[src/rtl/dcount_timer_if.sv]
// Button and display bundle for the two-digit countdown timer.
// The bench drives the buttons through master; the timer uses slave.
interface dcount_timer_if;
  logic       btn_start;
  logic       btn_load;
  logic [7:0] hex0;
  logic [7:0] hex1;
  logic       done;

  modport master (output btn_start, btn_load, input hex0, hex1, done);
  modport slave  (input btn_start, btn_load, output hex0, hex1, done);
endinterface

[src/rtl/dcount_timer.sv]
// Two-digit BCD countdown timer with debounced start/pause and reload buttons.
// Defining DCOUNT_TIMER_BLINK_EN makes the display blink while in DONE.
module dcount_timer #(
  parameter int         TICK_DIV = 50000000,
  parameter int         DEB_BITS = 16,
  parameter logic [7:0] PRESET   = 8'h59
) (
  input  logic          clk,
  input  logic          clr,
  dcount_timer_if.slave io
);
  localparam int PW = $clog2(TICK_DIV);
  localparam logic [PW-1:0] PRE_MAX = PW'(TICK_DIV - 1);

  typedef enum logic [1:0] {IDLE, RUN, PAUSE, DONE} state_e;

  function automatic logic [7:0] seg(input logic [3:0] d);
    logic [7:0] s;
    unique case (d)
      4'd0: s = 8'b11000000;
      4'd1: s = 8'b11111001;
      4'd2: s = 8'b10100100;
      4'd3: s = 8'b10110000;
      4'd4: s = 8'b10011001;
      4'd5: s = 8'b10010010;
      4'd6: s = 8'b10000010;
      4'd7: s = 8'b11111000;
      4'd8: s = 8'b10000000;
      4'd9: s = 8'b10011000;
      default: s = 8'hFF;
    endcase
    return s;
  endfunction

  logic                st_s1_q, st_s1_d, st_s2_q, st_s2_d;
  logic                ld_s1_q, ld_s1_d, ld_s2_q, ld_s2_d;
  logic [DEB_BITS-1:0] deb_cnt_q, deb_cnt_d;
  logic                st_deb_q, st_deb_d, ld_deb_q, ld_deb_d;
  logic                st_pls_q, st_pls_d, ld_pls_q, ld_pls_d;
  state_e              state_q, state_d;
  logic [7:0]          val_q, val_d;
  logic [PW-1:0]       pre_q, pre_d;
  logic [7:0]          hex0_q, hex0_d, hex1_q, hex1_d;
  logic                done_q, done_d;
`ifdef DCOUNT_TIMER_BLINK_EN
  logic [23:0]         blink_q, blink_d;
`endif

  // Button path: synchronize, sample on the debounce strobe, pulse on press.
  always_comb begin
    st_s1_d   = io.btn_start;
    st_s2_d   = st_s1_q;
    ld_s1_d   = io.btn_load;
    ld_s2_d   = ld_s1_q;
    deb_cnt_d = deb_cnt_q + DEB_BITS'(1);
    st_deb_d  = st_deb_q;
    ld_deb_d  = ld_deb_q;
    st_pls_d  = 1'b0;
    ld_pls_d  = 1'b0;
    if (&deb_cnt_q) begin
      st_deb_d = st_s2_q;
      ld_deb_d = ld_s2_q;
      st_pls_d = st_deb_q & ~st_s2_q;
      ld_pls_d = ld_deb_q & ~ld_s2_q;
    end
  end

  always_comb begin
    state_d = state_q;
    val_d   = val_q;
    pre_d   = pre_q;
    if (ld_pls_q) begin
      state_d = IDLE;
      val_d   = PRESET;
      pre_d   = '0;
    end else begin
      unique case (state_q)
        IDLE: begin
          pre_d = '0;
          if (st_pls_q) state_d = (PRESET == 8'h00) ? DONE : RUN;
        end
        RUN: begin
          if (st_pls_q) begin
            state_d = PAUSE;
          end else if (pre_q == PRE_MAX) begin
            pre_d = '0;
            if (val_q == 8'h01) begin
              val_d   = 8'h00;
              state_d = DONE;
            end else if (val_q[3:0] == 4'd0) begin
              val_d = {val_q[7:4] - 4'd1, 4'd9};
            end else begin
              val_d = {val_q[7:4], val_q[3:0] - 4'd1};
            end
          end else begin
            pre_d = pre_q + PW'(1);
          end
        end
        PAUSE: if (st_pls_q) state_d = RUN;
        DONE: begin
          pre_d = '0;
          if (st_pls_q) begin
            state_d = IDLE;
            val_d   = PRESET;
          end
        end
        default: state_d = IDLE;
      endcase
    end
  end

  // Display registers follow state/value by one clock; value is 00 in DONE.
  always_comb begin
    hex0_d = seg(val_q[3:0]);
    hex1_d = seg(val_q[7:4]);
    done_d = (state_q == DONE);
`ifdef DCOUNT_TIMER_BLINK_EN
    blink_d = blink_q + 24'd1;
    if (state_q == DONE && blink_q[23]) begin
      hex0_d = 8'hFF;
      hex1_d = 8'hFF;
    end
`endif
  end

  always_ff @(posedge clk or posedge clr) begin
    if (clr) begin
      st_s1_q   <= 1'b1;
      st_s2_q   <= 1'b1;
      ld_s1_q   <= 1'b1;
      ld_s2_q   <= 1'b1;
      deb_cnt_q <= '0;
      st_deb_q  <= 1'b1;
      ld_deb_q  <= 1'b1;
      st_pls_q  <= 1'b0;
      ld_pls_q  <= 1'b0;
      state_q   <= IDLE;
      val_q     <= PRESET;
      pre_q     <= '0;
      hex0_q    <= seg(PRESET[3:0]);
      hex1_q    <= seg(PRESET[7:4]);
      done_q    <= 1'b0;
`ifdef DCOUNT_TIMER_BLINK_EN
      blink_q   <= '0;
`endif
    end else begin
      st_s1_q   <= st_s1_d;
      st_s2_q   <= st_s2_d;
      ld_s1_q   <= ld_s1_d;
      ld_s2_q   <= ld_s2_d;
      deb_cnt_q <= deb_cnt_d;
      st_deb_q  <= st_deb_d;
      ld_deb_q  <= ld_deb_d;
      st_pls_q  <= st_pls_d;
      ld_pls_q  <= ld_pls_d;
      state_q   <= state_d;
      val_q     <= val_d;
      pre_q     <= pre_d;
      hex0_q    <= hex0_d;
      hex1_q    <= hex1_d;
      done_q    <= done_d;
`ifdef DCOUNT_TIMER_BLINK_EN
      blink_q   <= blink_d;
`endif
    end
  end

  assign io.hex0 = hex0_q;
  assign io.hex1 = hex1_q;
  assign io.done = done_q;
endmodule

[src/flat_wrapper.sv]
// flat-port wrapper written by rule: the top's interface ports become plain ports
module dcount_timer_flat 
#(
  parameter int         TICK_DIV = 50000000,
  parameter int         DEB_BITS = 16,
  parameter logic [7:0] PRESET   = 8'h59
)
  (clk, clr, io_btn_start, io_btn_load, io_hex0, io_hex1, io_done);
  dcount_timer_if io_i ();
  input  logic clk;
  input  logic clr;
  input wire logic [$bits(io_i.btn_start)-1:0] io_btn_start;
  input wire logic [$bits(io_i.btn_load)-1:0] io_btn_load;
  output wire logic [$bits(io_i.hex0)-1:0] io_hex0;
  output wire logic [$bits(io_i.hex1)-1:0] io_hex1;
  output wire logic [$bits(io_i.done)-1:0] io_done;
  assign io_i.btn_start = io_btn_start;
  assign io_i.btn_load = io_btn_load;
  assign io_hex0 = io_i.hex0;
  assign io_hex1 = io_i.hex1;
  assign io_done = io_i.done;
  dcount_timer #(.TICK_DIV(TICK_DIV), .DEB_BITS(DEB_BITS), .PRESET(PRESET)) u_core (.clk(clk), .clr(clr), .io(io_i));
endmodule
[config.mk]
export PLATFORM = sky130hd
export DESIGN_NAME = dcount_timer_flat
export DESIGN_NICKNAME = d
export VERILOG_FILES = /design/src/rtl/dcount_timer_if.sv /design/src/rtl/dcount_timer.sv /design/src/flat_wrapper.sv
export SDC_FILE = /design/constraint.sdc
export NUM_CORES = 1
export LEC_CHECK = 0
export ABC_CLOCK_PERIOD_IN_PS = 2430
export CAP_MARGIN = 20
export CELL_PAD_IN_SITES_DETAIL_PLACEMENT = 0
export CELL_PAD_IN_SITES_GLOBAL_PLACEMENT = 1
export CORE_UTILIZATION = 47
export CTS_BUF_LIST = sky130_fd_sc_hd__clkbuf_16
export DETAILED_ROUTE_END_ITERATION = 8
export PLACE_DENSITY = 0.79
export SLEW_MARGIN = 20
export SYNTH_ARGS = -nofsm -noshare
export SYNTH_HDL_FRONTEND = slang
export SYNTH_SLANG_ARGS = --single-unit
[constraint.sdc]
create_clock -name clk -period 2.43 [get_ports clk]
set_input_delay 0.243 -clock clk [delete_from_list [all_inputs] [get_ports clk]]
set_output_delay 0.243 -clock clk [all_outputs]
set_load 0.01 [all_outputs]
# Word-level counts from Yosys, hierarchy flattened
# Memory sizes are Yosys's and may differ from the RTL's. A register that Yosys moved wholly into a read port is not among the register bits.
# Index checks and enable logic that the tools add are counted.
[totals]
rom_bits = 224
in_bits = 4
regBits = 77
mem_count = 2
[memory_table]
columns = ["name", "words", "word_bits", "rd", "rd_clocked_by_memory_dff", "wr", "line_no", "source"]
rows = [
  ["(name not given)", 16, 7, 1, 1, 0, "dcount_timer.sv:19", "unique case (d)"],
  ["(name not given)", 16, 7, 1, 1, 0, "dcount_timer.sv:19", ""],
]
[op_classes]
eq_ne = 12
n_addsub = 4
reduce_logical = 11
n_bitwise = 4
n_mux = 20
[op_table]
columns = ["op", "n"]
rows = [
  ["2-to-1 mux 26 bit", 3],
  ["one-hot mux 26 bit (2 select lines)", 1],
  ["2-to-1 mux 8 bit", 6],
  ["adder 26 x 1 -> 26 bit (second input constant)", 1],
  ["== test 26 bit (second input constant)", 1],
  ["adder 16 x 1 -> 16 bit (second input constant)", 1],
  ["one-hot mux 8 bit (2 select lines)", 1],
  ["AND reduction 16 bit", 1],
  ["2-to-1 mux 2 bit", 6],
  ["inequality test 4 x 1 -> 1 bit (second input constant)", 3],
  ["inequality test 3 x 1 -> 1 bit (second input constant)", 3],
  ["== test 8 x 1 -> 1 bit (second input constant)", 1],
  ["AND reduction 4 bit", 2],
  ["subtractor 4 x 1 -> 4 bit (second input constant)", 2],
  ["one-hot mux 2 bit (3 select lines)", 1],
  ["nonzero test 3 bit", 2],
  ["AND reduction 5 bit", 1],
  ["== test 2 bit (second input constant)", 2],
  ["logical NOT 4 bit", 1],
  ["OR reduction 2 bit", 2],
  ["inequality test 3 bit (second input constant)", 1],
  ["bitwise AND 1 bit", 2],
  ["== test 2 x 1 -> 1 bit (second input constant)", 1],
  ["logical NOT 2 bit", 1],
  ["other kinds (3)", 5],
]

# Depth between registers and ports, before layout
# Gate-level depths: netlist of run 1.
[logic_depth]
depth_word = 7
mapped_depth = 8
ltp_nobuf = 7

# Least setup slack after synthesis of run 1
# Ideal clock, no wire load.
[synth_path]
path_type = "reg2reg"
startpoint = "reg u_core.state_q[1]"
endpoint = "reg u_core.pre_q[25]"
path_slack_ns = 0.462
n_path_buf = 0
period_less_slack_ns = 1.968
setup_time_ns = 0.121
arrival_time_ns = 1.846
path_stages_with_launch = 8
cell_sequence = "dfrtp_1 inv_1 ha_1 a21oi_1 o2111ai_1 nor4_1 xnor2_1 nor2_1"
[synth_between]
elab_chain_cells = 4
word_cells_on_any_way = 9
cone_classes = "3 x eq/ne; 2 x mux; 4 x reduce/logical"
[synth_rtl]
columns = ["item", "line_no", "source"]
rows = [
  ["from (decl)", "dcount_timer.sv:40", "state_e state_q, state_d;"],
  ["from (signal assigned)", "dcount_timer.sv:156", "state_q <= state_d;"],
  ["== test 2 bit / logical NOT 2 bit (equally long branches)", "dcount_timer.sv:77", "unique case (state_q)"],
  ["OR reduction 2 bit (no source line)", "n/a", ""],
  ["one-hot mux 26 bit (2 select lines) / nonzero test 3 bit (equally long branches)", "n/a", ""],
  ["2-to-1 mux 26 bit / AND reduction 2 bit (equally long branches)", "n/a", ""],
  ["to (signal assigned)", "dcount_timer.sv:158", "pre_q <= pre_d;"],
  ["to (decl)", "dcount_timer.sv:42", "logic [PW-1:0] pre_q, pre_d;"],
]
# Several ways; a longest one is shown, not always the timed one.
# A chain may end at the register's enable or synchronous reset.

# Final worst setup path of run 1
[layout_path]
startpoint = "reg u_core.state_q[1]"
endpoint = "reg u_core.val_q[2]"
[layout_between]
elab_chain_cells = 3
word_cells_on_any_way = 9
cone_classes = "5 x eq/ne; 2 x mux; 2 x reduce/logical"
[layout_rtl]
columns = ["item", "line_no", "source"]
rows = [
  ["== test 2 bit / == test 2 x 1 -> 1 bit (equally long branches)", "dcount_timer.sv:77", ""],
  ["inequality test 3 x 1 -> 1 bit (no source line) (tied with other cells)", "n/a", ""],
  ["AND reduction 4 bit (no source line) / 2-to-1 mux 8 bit (equally long branches)", "n/a", ""],
  ["to (signal assigned)", "dcount_timer.sv:157", "val_q <= val_d;"],
  ["to (decl)", "dcount_timer.sv:41", "logic [7:0] val_q, val_d;"],
]
# Several ways; a longest one is shown, not always the timed one.

==> results of run 1 <==
[cells in the mapped netlist (4+ instances only)]
| cell type | n | area (µm²) |
|---|---|---|
| a21oi_1 | 16 | 80.1 |
| a31oi_1 | 4 | 25.0 |
| and3_1 | 7 | 43.8 |
| and4_1 | 4 | 35.0 |
| buf_2 | 5 | 25.0 |
| clkbuf_1 | 7 | 26.3 |
| dfrtp_1 | 61 | 1530 |
| dfstp_2 | 14 | 368 |
| ha_1 | 19 | 238 |
| inv_1 | 14 | 52.6 |
| nand2_1 | 29 | 109 |
| nand2b_1 | 5 | 31.3 |
| nand3_1 | 19 | 95.1 |
| nand4_1 | 15 | 93.8 |
| nor2_1 | 44 | 165 |
| nor3_1 | 20 | 100 |
| nor3b_1 | 4 | 30.0 |
| nor4_1 | 7 | 43.8 |
| o21ai_0 | 22 | 110 |
| xnor2_1 | 30 | 263 |
| xor2_1 | 9 | 78.8 |
[area by class of cell]
| type | count | area, µm² |
|---|---|---|
| clock inverters | 7 | 85.1 |
| repair buffers | 25 | 245 |
| clock buffers | 9 | 225 |
| flip-flops and latches | 75 | 1890 |
| well taps | 102 | 128 |
| multi-input cells | 292 | 1890 |
| inverters | 16 | 60.1 |
| fillers | 698 | 3360 |
[state kept, by name, indices dropped and copies added, names as in the netlist, 2 cells and up]
| register | cells |
|---|---|
| u_core.deb_cnt_q | 16 |
| u_core.io.hex0 | 7 |
| u_core.io.hex1 | 7 |
| u_core.pre_q | 26 |
| u_core.state_q | 2 |
| u_core.val_q | 8 |
[logic make-up after synthesis]
group	count (synthesis)	synth area share, %
AOI/OAI and AO/OA	55	8.35
xor gates and xnor gates	39	8.70
adders and majority gates	19	6.05
buffers and inverters	33	4.08
DFF	75	48.2
muxes	4	1.12
other	1	0.0955
and+or+nand+nor	173	23.4
[metal layers]
| layer | global-route usage [%] | routed length [µm] |
|---|---|---|
| met2 | 29.5 | 3350 |
| met4 | 7.69 | 124 |
| met5 | 0 | 0 |
| met3 | 4.39 | 223 |
| met1 | 25.2 | 3540 |
[worst min-delay path by stage]
stage / endpoint / depth (start not counted) / start / slack [ns]
after floorplan: u_core.ld_s1_q / 0 / io_btn_load / 0.25
after global placement: u_core.ld_s2_q / 0 / u_core.ld_s1_q / 0.35
after detailed placement: u_core.ld_s2_q / 0 / u_core.ld_s1_q / 0.35
after CTS: u_core.deb_cnt_q[15] / 2 / clr / 0.31
after global routing: u_core.ld_s1_q / 1 / io_btn_load / 0.32
final: u_core.deb_cnt_q[15] / 2 / clr / 0.30
[worst max-delay path, stage by stage (launching register included)]
cell      delay, ns
dfrtp_1        0.45
inv_1          0.13
ha_1           0.29
nor2b_1        0.26
nand2b_1       0.14
nor4_2         0.35
or4b_1         0.47
o21ai_0        0.08
[report_power, final]
part	switching, µW	internal [µW]
clock	488	887
combinational	26.0	8.64
sequential	1.21	1260
[stage by stage]
step / power (µW) / worst slack, ns
after floorplan: 1300 / 0.300
after global placement: 1320 / 0.204
after detailed placement: 1320 / 0.114
after CTS: 2710 / 0.0973
after global routing: 2780 / 0.0189
final: 2670 / 0.182
[layout by cell type (no fill, tap or decap), drive strengths merged, types with 14 or more instances in the layout]
cell type      instances
dfrtp                 61
nor3                  20
nor2                  44
inv                   15
nand4                 15
nand3                 19
xnor2                 30
ha                    19
o21ai                 23
clkdlybuf4s50         18
nand2                 29
a21oi                 16
dfstp                 14
[timing repair]
| action | 4_1_cts | 5_1_grt |
|---|---|---|
| resized for setup | 0 | 2 |
| hold buffers | 0 | 0 |
| endpoints found under the setup margin | 0 | 4 |
==> results.md, run 1 <==
* Status: finished clean
* Placed Instance Area at 4200 µm²
* Slew headroom at 60.9%
* Cell count of the worst reg-to-reg path at 7
* Starting density of the core at 49.8%
* Register area share after synthesis at 48.2%
* Drt total wl at 7230 µm
* Async SR Flop Fraction at 100%
* RSZ-0062 raised after global routing: false
* I/O Buffers at 18
* Required time of the critical path at 2.68 ns
* Max Slew Vio Count at 0
* First-pass GRT wire length at 12,900 µm
* Dpl cells at 510
* Total gr overflow at 0
* EDFF count, synth at 0
* Vias per Instance at 5.46
* Top-Level Pins at 21
* Chip width at 93.4 µm
* Leakage at 0.00184 µW
* Worst Setup SP: u_core.state_q[1]
* Total die area at 8720 µm²
* Post-CTS Setup Inserts at 0
* HP Class: input port to asynchronous set/reset pin
* TritonCTS clock tree: done
* Clock buffer depth at 2
* DRT Pass-1 Iters at 4
* Layout cells sized above 1 at 11.8%
* Synthesis-to-layout area growth at 15.2%
* Vias in the first global route at 2,759
* Worst setup EP type: flip-flop
* Worst setup SP type: flip-flop
* Clock-pin slew on the worst setup and hold paths at 0.05 ns
* CTS sink count at 75
* Routed Antenna Nets at 0
* Max Clock Freq at 0.445 GHz
* Worst slew pin tran at 0.586 ns
* Design area at 4520 µm²
* Die H at 93.4 µm
* Worst-case clock skew at 0.00741 ns
* Cts bufs inserted at 9
* Final min period at 2.25 ns
* Final Hold Violating Endpoints at 0
* Pwr Density at 590 nW/µm²
* Site row count at 32
* Layout Utilization at 57.3%
* Diode count at 0
* Via count at 2,870
* CP Capture Point: u_core.val_q[2]
* Syn_area_per_cell at 9.84 µm²
* Main synth FF type: dfrtp_1
* CTS Root Cell: clkbuf_16
* Max Cap Viol at 0
* Clock latency on the worst-skew pair at 0.33 ns
* RePlAce Congestion at 0.789
* WS Path Type: flip-flop to flip-flop
* Setup TNS at 0 ns
* Syn Inst Count at 399
* Arrival @ worst endpoint at 2.49 ns
* Hold_ws at 0.297 ns
* GRT Resource Usage Total at 18.9%
* Post-synth cell types at 51
* Wire per inst at 13.7 µm
* Register bit total from synthesis at 75
* Syn Std Cell Area at 3930 µm²
* Tcrit/Tclk final at 92.5%
* Iteration-0 DRC Markers at 141
* Largest net degree at the start of global routing at 35
* Detailed placer's ending HPWL at 5070 µm
* Initial antenna violation count at 0
* Final setup fails at 0
* Fin cells at 526
* Reg2Reg Capture Point: u_core.val_q[2]
* YS warnings at 0
* Core ar. at 7890 µm²
* H-tree levels at 3
* R2R setup slack at 0.18 ns
* IR drop worst, VDD at 0.326 mV
* DRC errors left at 0
* RR Startpoint: u_core.state_q[1]
* Nets@finish at 442
* Max Fanout on Critical Path at 7
Note: power is estimated with default switching activity, not from simulation.
==> inputs of run 2 (changes only) <==
ABC_CLOCK_PERIOD_IN_PS = 2910   (was 2430)
CORE_UTILIZATION = 51   (was 47)
PLACE_DENSITY = 0.85   (was 0.79)
clock period = 2.91 ns   (was 2.43 ns; I/O delays follow)
==> results.md, run 2 (synthesis gave the netlist of run 1 again) <==
* GRT Resource Usage Total at 19.9% (+1.0 points)
* Clock-pin slew on the worst setup and hold paths at 0.06 ns (about the same)
* Total gr overflow at 0 (unchanged)
* Final setup fails at 0 (unchanged)
* Slowest stage cell, crit path: nor4_1
* Status: finished clean
* CTS sink count at 75 (unchanged)
* Largest net degree at the start of global routing at 52 (+49%)
* Slew headroom at 54.6% (-6.3 points)
* Busiest grt layer: met2
* Top-Level Pins at 21 (unchanged)
* Worst-case clock skew at 0.00524 ns (-0.00217 ns)
* Clock latency on the worst-skew pair at 0.33 ns (about the same)
* Synthesis-to-layout area growth at 15.9%
* Core ar. at 7330 µm² (-7.1%)
* Initial antenna violation count at 0 (unchanged)
* Fin cells at 521 (-0.95%)
* Commonest non-fill, non-tap cell in the layout: dfrtp_1
* Via count at 2,898 (+0.98%)
* DRT Pass-1 Iters at 6 (+2)
* Wire per inst at 14.3 µm (+3.7%)
* WP buf/inv at 1 (unchanged)
* Post-CTS Setup Inserts at 0 (unchanged)
* Dpl cells at 505 (-0.98%)
* Worst setup SP type: flip-flop
* Nets@finish at 440 (-0.45%)
* Vias in the first global route at 2,715 (-1.6%)
* Diode count at 0 (unchanged)
* Met1 Use GR at 26.5% (+1.3 points)
* M3 GR Usage at 5.08% (+0.69 points)
* HP Class: input port to asynchronous set/reset pin
* Reg with most FFs: u_core.pre_q
* RR Startpoint: u_core.state_q[1]
* First-pass GRT wire length at 12,800 µm (-0.26%)
* Drt total wl at 7430 µm (+2.7%)
* R2R setup slack at 0.54 ns (+0.36 ns)
* Hold buffers post-CTS at 0 (unchanged)
* Chip width at 89.7 µm (-3.9%)
* Total die area at 8050 µm² (-7.7%)
* Biggest regs: u_core.pre_q (26), u_core.deb_cnt_q (16), u_core.val_q (8)
* DRC errors left at 0 (unchanged)
* Leakage at 0.00185 µW (+0.87%)
* H-tree levels at 3 (unchanged)
* Pwr Density at 534 nW/µm² (-9.4%)
* Required time of the critical path at 3.12 ns (+0.44 ns)
* Iteration-0 DRC Markers at 131 (-7.1%)
* CP max stage delay at 0.47 ns (about the same)
* Most frequent cells in the layout: dfrtp_1 (61), nor2_1 (44), xnor2_1 (30)
* I/O Buffers at 18 (unchanged)
* Site row count at 31 (-3.1%)
* Cells along the critical path: inv_1 > ha_1 > a21oi_1 > o2111ai_1 > nor4_1 > xnor2_1 > nor2_1
* Max Cap Viol at 0 (unchanged)
* RSZ-0062 raised after global routing: false
* Layout cells sized above 1 at 11.1% (-0.66 points)
* Post-CTS resize count at 0 (unchanged)
* CP delay by family, top: compound AO/OA/AOI/OAI gates
* Die H at 89.7 µm (-3.9%)
* WS Path Type: flip-flop to flip-flop
* Max Fanout on Critical Path at 8 (+1)
* Total Power at 2430 µW (-8.9%)
* Detailed placer's ending HPWL at 4910 µm (-3.2%)
* TritonCTS clock tree: done
* Cts bufs inserted at 9 (unchanged)
* CTS Root Cell: clkbuf_16
* Worst slew pin tran at 0.681 ns (+0.0951 ns)
* Max Clock Freq at 0.423 GHz (-5.0%)
* Clock buffer depth at 2 (unchanged)
* Starting density of the core at 53.6% (+3.8 points)
* Worst Setup SP: u_core.state_q[1]
* Max Slew Vio Count at 0 (unchanged)
* Max reg flops at 26 (unchanged)
* Tcrit/Tclk final at 81.3% (-11 points)
* Worst setup EP type: flip-flop
* GR Util met2 at 31.5% (+2.0 points)
* Reg2Reg Capture Point: u_core.pre_q[25]
* Arrival @ worst endpoint at 2.58 ns (+0.09 ns)
* Final Hold Violating Endpoints at 0 (unchanged)
* RePlAce Congestion at 0.789 (about the same)
* Final min period at 2.37 ns (+0.118 ns)
* IR drop worst, VDD at 0.300 mV (-8.0%)
* Vias per Instance at 5.56 (+1.9%)
* Cell count of the worst reg-to-reg path at 7 (unchanged)
* Routed Antenna Nets at 0 (unchanged)
* Setup TNS at 0 ns (unchanged)
[run 2: changes by cell type in the layout (fill, tap and decap cells not counted), sizes merged]
cell      delta
clkinv       -1
clkinvlp     -1
buf          -2
bufinv       +2
[run 2: layout make-up]
cell class,count,area (µm²)
fill,593,2780
sequential,75,1890
multi-input combinational,292,1880
timing repair buffer,23,230
clock buffer,9,225
clock inverter,7,141
tap,99,124
inverter,16,60.1
[run 2: worst max path at each step]
stage	end	slack (ns)	cells past startpoint
finish	u_core.pre_q[25]	0.54	7
floorplan	u_core.deb_cnt_q[0]	0.73	1
global route	u_core.pre_q[21]	0.36	7
CTS	u_core.pre_q[25]	0.55	7
global placement	u_core.pre_q[25]	0.71	7
detailed placement	u_core.pre_q[25]	0.55	7
[run 2: layer usage]
| layer | wire length (µm) | vias to the layer above | share of wire [%] |
|---|---|---|---|
| met4 | 91 | 0 | 1.2 |
| met5 | 0 | - | 0 |
| met1 | 3560 | 1401 | 48 |
| met3 | 223 | 13 | 3.0 |
| li1 | - | 1429 | - |
| met2 | 3550 | 55 | 48 |
[run 2: per-stage QoR]
stage               area [µm²]  utilization [%]  setup slack (ns)  hold WS [ns]
finish                    4550             62.1             0.544         0.320
global route              4550             62.1             0.364         0.351
CTS                       4550             62.1             0.547         0.337
detailed placement        4180             57.1             0.555         0.352
global placement          4180             57.1             0.708         0.347
floorplan                 3930                -             0.732         0.295
[run 2: power by group]
part | internal, µW | total (µW) | switching [µW]
Combinational | 6.39 | 27.8 | 21.4
Clock | 924 | 1350 | 428
Sequential | 1050 | 1050 | 1.36
Total | 1980 | 2430 | 451
==> inputs of run 3 (changes only) <==
ABC_CLOCK_PERIOD_IN_PS = 2200   (was 2910)
CORE_UTILIZATION = 47   (was 51)
PLACE_DENSITY = 0.79   (was 0.85)
clock period = 2.2 ns   (was 2.91 ns; I/O delays follow)
==> results.md, run 3 (synthesis gave the netlist of run 1 again) <==
* CTS Root Cell: clkbuf_16
* Drt total wl at 7400 µm (-0.42%)
* Pwr Density at 651 nW/µm² (+22%)
* RR Startpoint: u_core.state_q[1]
* Core ar. at 7890 µm² (+7.6%)
* Hold buffers post-CTS at 0 (unchanged)
* Max reg flops at 26 (unchanged)
* Largest net degree at the start of global routing at 76 (+46%)
* Routed Antenna Nets at 0 (unchanged)
* Commonest non-fill, non-tap cell in the layout: dfrtp_1
* Chip width at 93.4 µm (+4.1%)
* GRT Resource Usage Total at 19.2% (-0.71 points)
* Max Slew Vio Count at 0 (unchanged)
* Fin cells at 534 (+2.5%)
* Status: finished clean
* Synthesis-to-layout area growth at 17.1%
* Wire per inst at 13.9 µm (-2.8%)
* Detailed placer's ending HPWL at 5040 µm (+2.7%)
* CTS sink count at 75 (unchanged)
* RSZ-0062 raised after global routing: true
* Required time of the critical path at 2.45 ns (-0.67 ns)
* R2R setup slack at 0.15 ns (-0.40 ns)
* Final Hold Violating Endpoints at 0 (unchanged)
* Vias in the first global route at 2,824 (+4.0%)
* H-tree levels at 3 (unchanged)
* Worst setup EP type: flip-flop
* Reg with most FFs: u_core.pre_q
* Total die area at 8720 µm² (+8.3%)
* Worst setup SP type: flip-flop
* TritonCTS clock tree: done
* Layout cells sized above 1 at 13.7% (+2.5 points)
* Top-Level Pins at 21 (unchanged)
* IR drop worst, VDD at 0.374 mV (+25%)
* Via count at 2,939 (+1.4%)
* Arrival @ worst endpoint at 2.30 ns (-0.28 ns)
* DRT Pass-1 Iters at 4 (-2)
* Worst-case clock skew at 0.00535 ns (+0.000106 ns)
* First-pass GRT wire length at 13,000 µm (+1.3%)
* WS Path Type: flip-flop to flip-flop
* Setup TNS at 0 ns (unchanged)
* Cts bufs inserted at 9 (unchanged)
* Tcrit/Tclk final at 93.3% (+12 points)
* Diode count at 0 (unchanged)
* Hold_ws at 0.289 ns (-0.0307 ns)
* Most frequent cells in the layout: dfrtp_1 (61), nor2_1 (43), xnor2_1 (30)
* Initial antenna violation count at 0 (unchanged)
* I/O Buffers at 18 (unchanged)
* HP Class: input port to asynchronous set/reset pin
* Die H at 93.4 µm (+4.1%)
* Dpl cells at 518 (+2.6%)
* Starting density of the core at 49.8% (-3.8 points)
* Clock latency on the worst-skew pair at 0.33 ns (about the same)
* Iteration-0 DRC Markers at 171 (+31%)
* Final min period at 2.05 ns (-0.314 ns)
* Clock buffer depth at 2 (unchanged)
* Cell count of the worst reg-to-reg path at 7 (unchanged)
* Max Clock Freq at 0.487 GHz (+15%)
* Biggest regs: u_core.pre_q (26), u_core.deb_cnt_q (16), u_core.val_q (8)
* Worst Setup SP: u_core.state_q[1]
* DRC errors left at 0 (unchanged)
* Max Fanout on Critical Path at 7 (-1)
* Total gr overflow at 0 (unchanged)
* Vias per Instance at 5.50 (-1.1%)
* Nets@finish at 450 (+2.3%)
* Leakage at 0.00189 µW (+1.9%)
* RePlAce Congestion at 0.818 (+3.6%)
* Slew headroom at 63.3% (+8.7 points)
* Reg2Reg Capture Point: u_core.val_q[2]
* Clock-pin slew on the worst setup and hold paths at 0.06 ns (about the same)
* Max Cap Viol at 0 (unchanged)
* Site row count at 32 (+3.2%)
* Final setup fails at 0 (unchanged)
* Worst slew pin tran at 0.549 ns (-0.132 ns)
[run 3: cell count changes in the layout (fill, tap and decap cells not counted), moves of 2 or more]
cell / delta
clkinvlp_4: +2
clkinv_1: +2
bufinv_16: -2
buf_4: +10
clkinv_4: -2
[run 3: final cells by class]
cell class | instances | area [µm²]
fillers | 686 | 3290
multi-input cells | 292 | 1900
flip-flops and latches | 75 | 1890
repair buffers | 33 | 305
clock buffers | 9 | 225
well taps | 102 | 128
clock inverters | 7 | 91.3
inverters | 16 | 60.1
[run 3: power breakdown]
part	internal (µW)	switching, µW	total [µW]	leakage [µW]
logic	8.58	28.3	36.9	0.000768
registers	1390	1.37	1390	0.000973
clock network	989	579	1570	0.000147
total	2380	608	2990	0.00189
[run 3: stage by stage]
step	util, %	setup slack (ns)	cell area (µm²)	total power [µW]
floorplan	-	0.0932	3930	1440
global placement	54.0	0.0641	4260	1450
detailed placement	54.0	0.0388	4260	1450
CTS	58.1	0.0333	4580	3030
global route	58.3	-0.0707	4600	3100
finish	58.3	0.148	4600	2990
[run 3: worst max-delay path by stage]
stage	end	depth (start not counted)
finish	u_core.val_q[2]	7
global route	u_core.val_q[2]	7
CTS	u_core.val_q[2]	7
detailed placement	u_core.val_q[2]	7
global placement	u_core.val_q[2]	7
floorplan	u_core.deb_cnt_q[0]	1
[run 3: worst max-delay path, cell delays in order, from the launching register on]
cell,delay (ns)
dfrtp_1,0.45
inv_1,0.12
ha_1,0.21
nor2b_1,0.24
nand2b_1,0.17
nor4_4,0.24
or4b_1,0.45
o21ai_0,0.09
[run 3: what timing repair did]
| action | CTS | global route |
|---|---|---|
| setup buffers | 0 | 0 |
| endpoints found under the setup margin | 0 | 14 |
| gates resized for setup | 0 | 4 |
[run 3: per-layer routing]
metal / vias up / track usage [%] / wire length (µm)
li1: 1448 / - / -
met1: 1430 / 24.3 / 3420
met2: 55 / 30.9 / 3670
met3: 6 / 4.72 / 236
met4: 0 / 8.72 / 74
met5: - / 0 / 0
